## config.mk

```make
export PLATFORM = sky130hd
export DESIGN_NAME = lcd_rom_blit_ctrl
export DESIGN_NICKNAME = d
export VERILOG_FILES = /design/src/rtl/lcd_rom_blit_ctrl.sv
export SDC_FILE = /design/constraint.sdc
export NUM_CORES = 1
export LEC_CHECK = 0
export BUFFER_PORTS_ARGS = -buffer_cell sky130_fd_sc_hd__buf_2
export CAP_MARGIN = 25
export CORE_MARGIN = 8
export CORE_UTILIZATION = 25
export DETAILED_ROUTE_END_ITERATION = 12
export GPL_ROUTABILITY_DRIVEN = 1
export PLACE_DENSITY = 0.48
export REMOVE_ABC_BUFFERS = 1
export SYNTH_ARGS = -nofsm -noshare
export SYNTH_HDL_FRONTEND = slang
export SYNTH_SLANG_ARGS = --single-unit
```

## constraint.sdc

```tcl
create_clock -name clk -period 5.6 [get_ports clk]
set_input_delay 0.56 -clock clk [delete_from_list [all_inputs] [get_ports clk]]
set_output_delay 0.56 -clock clk [all_outputs]
set_load 0.02 [all_outputs]
```

## src/rtl/lcd_rom_blit_ctrl.sv

```systemverilog
// Rectangular blit engine: walks a sub-image in the image BlockROM and streams
// its pixels in raster order through a 4-entry credit-controlled output FIFO.
module lcd_rom_blit_ctrl #(
  parameter int ADDR_WIDTH = 17,
  parameter int DATA_WIDTH = 16,
  parameter int DIM_WIDTH  = 9
) (
  input  logic                  clk,
  input  logic                  rst_n,
  input  logic                  start,
  input  logic                  abort,
  input  logic [ADDR_WIDTH-1:0] base_addr,
  input  logic [DIM_WIDTH-1:0]  img_w,
  input  logic [DIM_WIDTH-1:0]  img_h,
  input  logic [ADDR_WIDTH-1:0] stride,
  output logic [ADDR_WIDTH-1:0] rom_addr,
  input  logic [DATA_WIDTH-1:0] rom_data,
  output logic [DATA_WIDTH-1:0] pix_data,
  output logic                  pix_valid,
  input  logic                  pix_ready,
  output logic                  pix_eol,
  output logic                  pix_last,
  output logic                  busy,
  output logic                  done
);

  localparam logic [DIM_WIDTH-1:0] DIM_ONE = DIM_WIDTH'(1);

  typedef enum logic [1:0] {IDLE = 2'd0, FETCH = 2'd1, DRAIN = 2'd2} state_t;

  state_t                  state, state_nxt;
  logic [DIM_WIDTH-1:0]    w_cfg, h_cfg, col, row;
  logic [ADDR_WIDTH-1:0]   stride_cfg, row_base;
  logic                    s1_valid, s1_eol, s1_last;
  logic                    s2_valid, s2_eol, s2_last;
  logic [DATA_WIDTH+1:0]   fifo_mem [4];
  logic [1:0]              wr_ptr, rd_ptr;
  logic [2:0]              fifo_count;

  logic                    pop, abort_act, start_act, zero_dims, finish, issue, credit_ok;
  logic [DIM_WIDTH-1:0]    cur_w, cur_h, cur_col, cur_row;
  logic [ADDR_WIDTH-1:0]   cur_base, cur_stride;
  logic                    cur_eol, cur_last;
  logic [1:0]              inflight;
  logic [3:0]              occupancy;
  logic [DATA_WIDTH+1:0]   head;

  // In IDLE the live config inputs stand in for the not-yet-latched registers
  always_comb begin
    if (state == IDLE) begin
      cur_w      = img_w;
      cur_h      = img_h;
      cur_col    = '0;
      cur_row    = '0;
      cur_base   = base_addr;
      cur_stride = stride;
    end else begin
      cur_w      = w_cfg;
      cur_h      = h_cfg;
      cur_col    = col;
      cur_row    = row;
      cur_base   = row_base;
      cur_stride = stride_cfg;
    end
  end

  assign head      = fifo_mem[rd_ptr];
  assign pix_valid = (fifo_count != 3'd0);
  assign pix_data  = pix_valid ? head[DATA_WIDTH+1:2] : '0;
  assign pix_eol   = pix_valid & head[1];
  assign pix_last  = pix_valid & head[0];
  assign pop       = pix_valid & pix_ready;
  assign abort_act = abort & (state != IDLE);
  assign start_act = start & (state == IDLE);
  assign zero_dims = (img_w == '0) || (img_h == '0);
  assign cur_eol   = (cur_col == cur_w - DIM_ONE);
  assign cur_last  = cur_eol && (cur_row == cur_h - DIM_ONE);
  assign finish    = (state == DRAIN) && !abort && pop && head[0];
  assign inflight  = {1'b0, s1_valid} + {1'b0, s2_valid};
  // Words already in the FIFO plus words still in the ROM pipeline must fit in 4
  assign occupancy = {1'b0, fifo_count} + {2'b00, inflight};
  assign credit_ok = occupancy <= (4'd3 + {3'b000, pop});

  // State register
  always_ff @(posedge clk or negedge rst_n) begin
    if (!rst_n) state <= IDLE;
    else        state <= state_nxt;
  end

  // Next-state logic
  always_comb begin
    state_nxt = state;
    case (state)
      IDLE: begin
        if (issue) state_nxt = cur_last ? DRAIN : FETCH;
        else       state_nxt = IDLE;
      end
      FETCH: begin
        if (abort)                  state_nxt = IDLE;
        else if (issue && cur_last) state_nxt = DRAIN;
        else                        state_nxt = FETCH;
      end
      DRAIN: begin
        if (abort || finish) state_nxt = IDLE;
        else                 state_nxt = DRAIN;
      end
      default: state_nxt = IDLE;
    endcase
  end

  // Output logic: when a ROM address may be issued this cycle
  always_comb begin
    issue = 1'b0;
    case (state)
      IDLE: begin
        if (start && !zero_dims) issue = 1'b1;
        else                     issue = 1'b0;
      end
      FETCH: begin
        if (!abort && credit_ok) issue = 1'b1;
        else                     issue = 1'b0;
      end
      default: issue = 1'b0;
    endcase
  end

  // Config latch and raster address walker
  always_ff @(posedge clk or negedge rst_n) begin
    if (!rst_n) begin
      w_cfg      <= '0;
      h_cfg      <= '0;
      stride_cfg <= '0;
      col        <= '0;
      row        <= '0;
      row_base   <= '0;
      rom_addr   <= '0;
    end else begin
      if (start_act) begin
        w_cfg      <= img_w;
        h_cfg      <= img_h;
        stride_cfg <= stride;
      end
      if (issue) begin
        rom_addr <= cur_base + {{(ADDR_WIDTH-DIM_WIDTH){1'b0}}, cur_col};
        if (cur_eol) begin
          col      <= '0;
          row      <= cur_row + DIM_ONE;
          row_base <= cur_base + cur_stride;
        end else begin
          col      <= cur_col + DIM_ONE;
          row      <= cur_row;
          row_base <= cur_base;
        end
      end
    end
  end

  // Tag shadow pipeline matching the ROM read latency
  always_ff @(posedge clk or negedge rst_n) begin
    if (!rst_n) begin
      {s1_valid, s1_eol, s1_last} <= 3'b000;
      {s2_valid, s2_eol, s2_last} <= 3'b000;
    end else if (abort_act) begin
      s1_valid <= 1'b0;
      s2_valid <= 1'b0;
    end else begin
      {s1_valid, s1_eol, s1_last} <= {issue, cur_eol, cur_last};
      {s2_valid, s2_eol, s2_last} <= {s1_valid, s1_eol, s1_last};
    end
  end

  // Output FIFO; a write into an empty FIFO becomes visible the next cycle
  always_ff @(posedge clk or negedge rst_n) begin
    if (!rst_n) begin
      for (int i = 0; i < 4; i++) fifo_mem[i] <= '0;
      wr_ptr     <= 2'd0;
      rd_ptr     <= 2'd0;
      fifo_count <= 3'd0;
    end else if (abort_act) begin
      wr_ptr     <= 2'd0;
      rd_ptr     <= 2'd0;
      fifo_count <= 3'd0;
    end else begin
      if (s2_valid) begin
        fifo_mem[wr_ptr] <= {rom_data, s2_eol, s2_last};
        wr_ptr           <= wr_ptr + 2'd1;
      end
      if (pop) rd_ptr <= rd_ptr + 2'd1;
      fifo_count <= fifo_count + {2'b00, s2_valid} - {2'b00, pop};
    end
  end

  // busy and done flags
  always_ff @(posedge clk or negedge rst_n) begin
    if (!rst_n) begin
      busy <= 1'b0;
      done <= 1'b0;
    end else begin
      done <= (start_act && zero_dims) || finish;
      if (start_act && !zero_dims) busy <= 1'b1;
      else if (abort_act || finish) busy <= 1'b0;
    end
  end

endmodule
```

==> flow_summary.toml <==
[run_status]
status = "finished, final reports clean"

[worst_setup_path]
cp-end-kind = "register"
slowest_stage = "or2_2"
slowest_delay_ns = 0.61
path_delay_family = "compound AO/OA/AOI/OAI gates"
crit_chain = "or2_2 > nand2_1 > nand2_1 > ha_1 > fa_1 > a211oi_1 > o21ai_1 > and3_1 > o41ai_1 > o2111ai_1 > xnor2_1 > a21boi_1 > o31ai_1"
r2r-start = "state[1]"
crit_type = "register to register"
r2r_setup_slack_ns = 1.43
cp_max_fo = 30
cp.required_ns = 5.96
rr_worst_depth = 13
crit_arrival_ns = 4.52
crit_buf_inv = 0
crit_top_cell = "nand2_1"
start_kind = "register"
worstReg2RegEnd = "row_base[16]"

[logic_synthesis]
synthTopCellsByArea = "dfrtp_1 43%, mux2_2 12%, nand2_1 5.2%"
yosysTopAreaCell = "dfrtp_1"
synth_seq_cells = 176
synth_cell_type_count = 70
yosysSeqAreaShare = 0.427
synthArstFlopShare = 1.00
synth_edf_count = 0
syn-cell-area_um2 = 10300
syn_inst = 1001
avgSynthCellArea_um2 = 10.3
netlist.area_leader.share = 0.427
synth_flop_cell = "dfrtp_1"
ys_warn_count = 0

[routing]
antenna_left = 0
drt-initial-drc-count = 445
drt_first_pass_iters = 5
drc = 0
vias_per_cell = 4.64
wl_mm = 27.6
wl_per_cell_um = 16.8
num_vias = 7622

[place]
place_hpwl_mm = 19.5
port_buffers = 110
post_dp_cell_area_um2 = 11500
place_inst = 1611
place.gp.congestion = 0.828

[clocking]
cts_sinks = 176
root_buffer = "clkbuf_16"
clkTransAtPathRegs_ns = 0.07
cts_made_buffers = 17
clock_latency_ns = 0.45
cts_resized = 0
post-cts-setup-buffers = 0
h-tree-depth = 4
clock_path_buffers = 2
cts_tree = "yes"
postCtsHoldBufs = 0

[grt]
antenna_found_initial = 2
grt-busiest-layer = "met2"
met1_usage = 0.157
grt_pass1_wl_mm = 44.3
grt_max_degree = 177
grt_overflow_total = 0
grt.total_usage = 0.117
grt_use_met2 = 0.189
grt_pass1_vias = 7876
grt_use_met3 = 0.0277

[timing]
finalCritPeriodShare = 0.744
tightest_slew_ns = 1.05
fmax_ghz = 0.240
hold_violations = 0
fin_skew_ns = 0.00615
slew_violations = 0
setup_viol = 0
relSlewSlack = 0.302
rsz0062_at_grt = "no"
fin_crit_ns = 4.17

[floorplanning]
die_area_um2 = 48000
core.rowCount = 74
die_h_um = 219
boundaryPins = 111
core_um2 = 40800
initial_core_util = 0.253
die_x_um = 219

[power_and_ir_drop]
leakage_uw = 0.00539
power.total_uw = 5830
power.density_nw_per_um2 = 482
peakVddDrop_mv = 0.213

[final_layout]
fin_area_um2 = 12100
fin_cells = 1643
fin_nets = 1213
syn2layout_area_growth_pct = 17.3
diodes = 0
fillers = 4257
drive_above_1_share = 0.272

[hold_path]
hp-class = "primary input to async pin"

[flow_run]
cap_violations = 0
==> kinds of logic after synthesis <==
group | after synthesis | synth area share
AO/OA/AOI/OAI | 165 | 0.102
XOR/XNOR | 68 | 0.0577
adder cells (fa/ha/maj) | 42 | 0.0538
buffers and inverters | 68 | 0.0283
flip-flops | 176 | 0.427
multiplexers | 144 | 0.175
AND/OR/NAND/NOR | 338 | 0.156
==> flip-flops by register name, summed over array words and instances (netlist names) <==
signal,cells
state,2
busy,1
stride_cfg,17
fifo_count,3
h_cfg,9
row_base,17
s1_valid,1
rd_ptr,2
s1_last,1
wr_ptr,2
s2_eol,1
s1_eol,1
row,9
fifo_mem,72
s2_last,1
rom_addr,17
s2_valid,1
w_cfg,9
col,9
done,1
==> Yosys cell counts, drive strengths merged (2+ instances only) <==
cell type	instances
or2	4
a22o	4
o21bai	6
o211ai	2
nor3	14
and3b	2
a21oi	66
fa	4
a31oi	5
ha	38
mux2	109
nand2b	3
xor2	22
clkbuf	25
nor4b	3
and3	9
o2111ai	3
nand3	17
nor2	68
nor4	15
mux2i	17
xnor2	46
buf	21
and2	17
o31ai	10
dfrtp	176
a2111oi	2
nand2	144
and4	2
inv	22
nor2b	26
a211oi	5
or3	4
a221oi	2
mux4	18
nand4	4
o21a	3
nor3b	3
or4b	2
o21ai	33
o311ai	4
a21o	8
==> worst max path at each step <==
stage	end	cells past startpoint	startpoint	slack, ns
final	row_base[16]	13	state[1]	1.43
after global placement	row_base[16]	13	state[1]	1.50
after CTS	row_base[16]	13	state[1]	1.43
after detailed placement	row_base[16]	13	state[1]	1.46
after floorplan	col[5]	7	state[1]	-0.87
after global routing	row_base[16]	13	state[0]	1.15
==> per-stage QoR <==
stage	setup WS, ns	util	setup TNS, ns	hold slack, ns
after floorplan	-0.866	-	-26.44	0.264
after global placement	1.50	0.281	0	0.453
final	1.43	0.296	0	0.242
after global routing	1.15	0.296	0	0.332
after CTS	1.43	0.296	0	0.317
after detailed placement	1.46	0.281	0	0.452
==> power by group <==
group	leakage, uW	internal [uW]	switching, uW
clock network	0.000295	716	564
logic	0.00295	1180	1350
registers	0.00215	1720	302
==> placed cells by master (no fill, tap or decap), types with 4 or more instances in the layout <==
cell type,count
dfrtp_1,176
nand2_1,143
buf_2,109
mux2_2,108
a21oi_1,66
nor2_1,65
xnor2_1,46
ha_1,38
o21ai_0,29
nor2b_1,26
xor2_1,22
inv_1,20
mux4_2,18
mux2i_1,17
and2_1,17
nand3_1,17
clkbuf_16,17
nor3_1,13
nor4_1,12
buf_4,12
o31ai_1,10
and3_1,9
a21o_1,8
o21bai_1,6
a31oi_1,5
a211oi_1,5
o311ai_0,4
or3_1,4
a22o_1,4
o21ai_1,4
fa_1,4
inv_6,4
==> area by class of cell <==
type,count,area [um^2],area share
clock inverter,15,196,0.0162
clock buffer,17,425,0.0352
timing repair buffer,124,687,0.0568
tap,532,666,0.0550
sequential,176,4400,0.364
inverter,22,82.6,0.00683
multi-input combinational,757,5640,0.466
==> worst reg2reg max path, cell delays in order (launching register included) <==
cell,delay [ns]
dfrtp_1,0.54
or2_2,0.61
nand2_1,0.16
nand2_1,0.10
ha_1,0.25
fa_1,0.43
a211oi_1,0.29
o21ai_1,0.21
and3_1,0.24
o41ai_1,0.49
o2111ai_1,0.24
xnor2_1,0.22
a21boi_1,0.09
o31ai_1,0.23
==> metal layers <==
metal,wire [um],vias up,part of all wire
met5,16,-,0.00058
met4,228,2,0.0083
met3,1140,21,0.041
met2,12900,153,0.47
met1,13300,3692,0.48
li1,-,3754,-
Power figures use the tool's default switching activity.
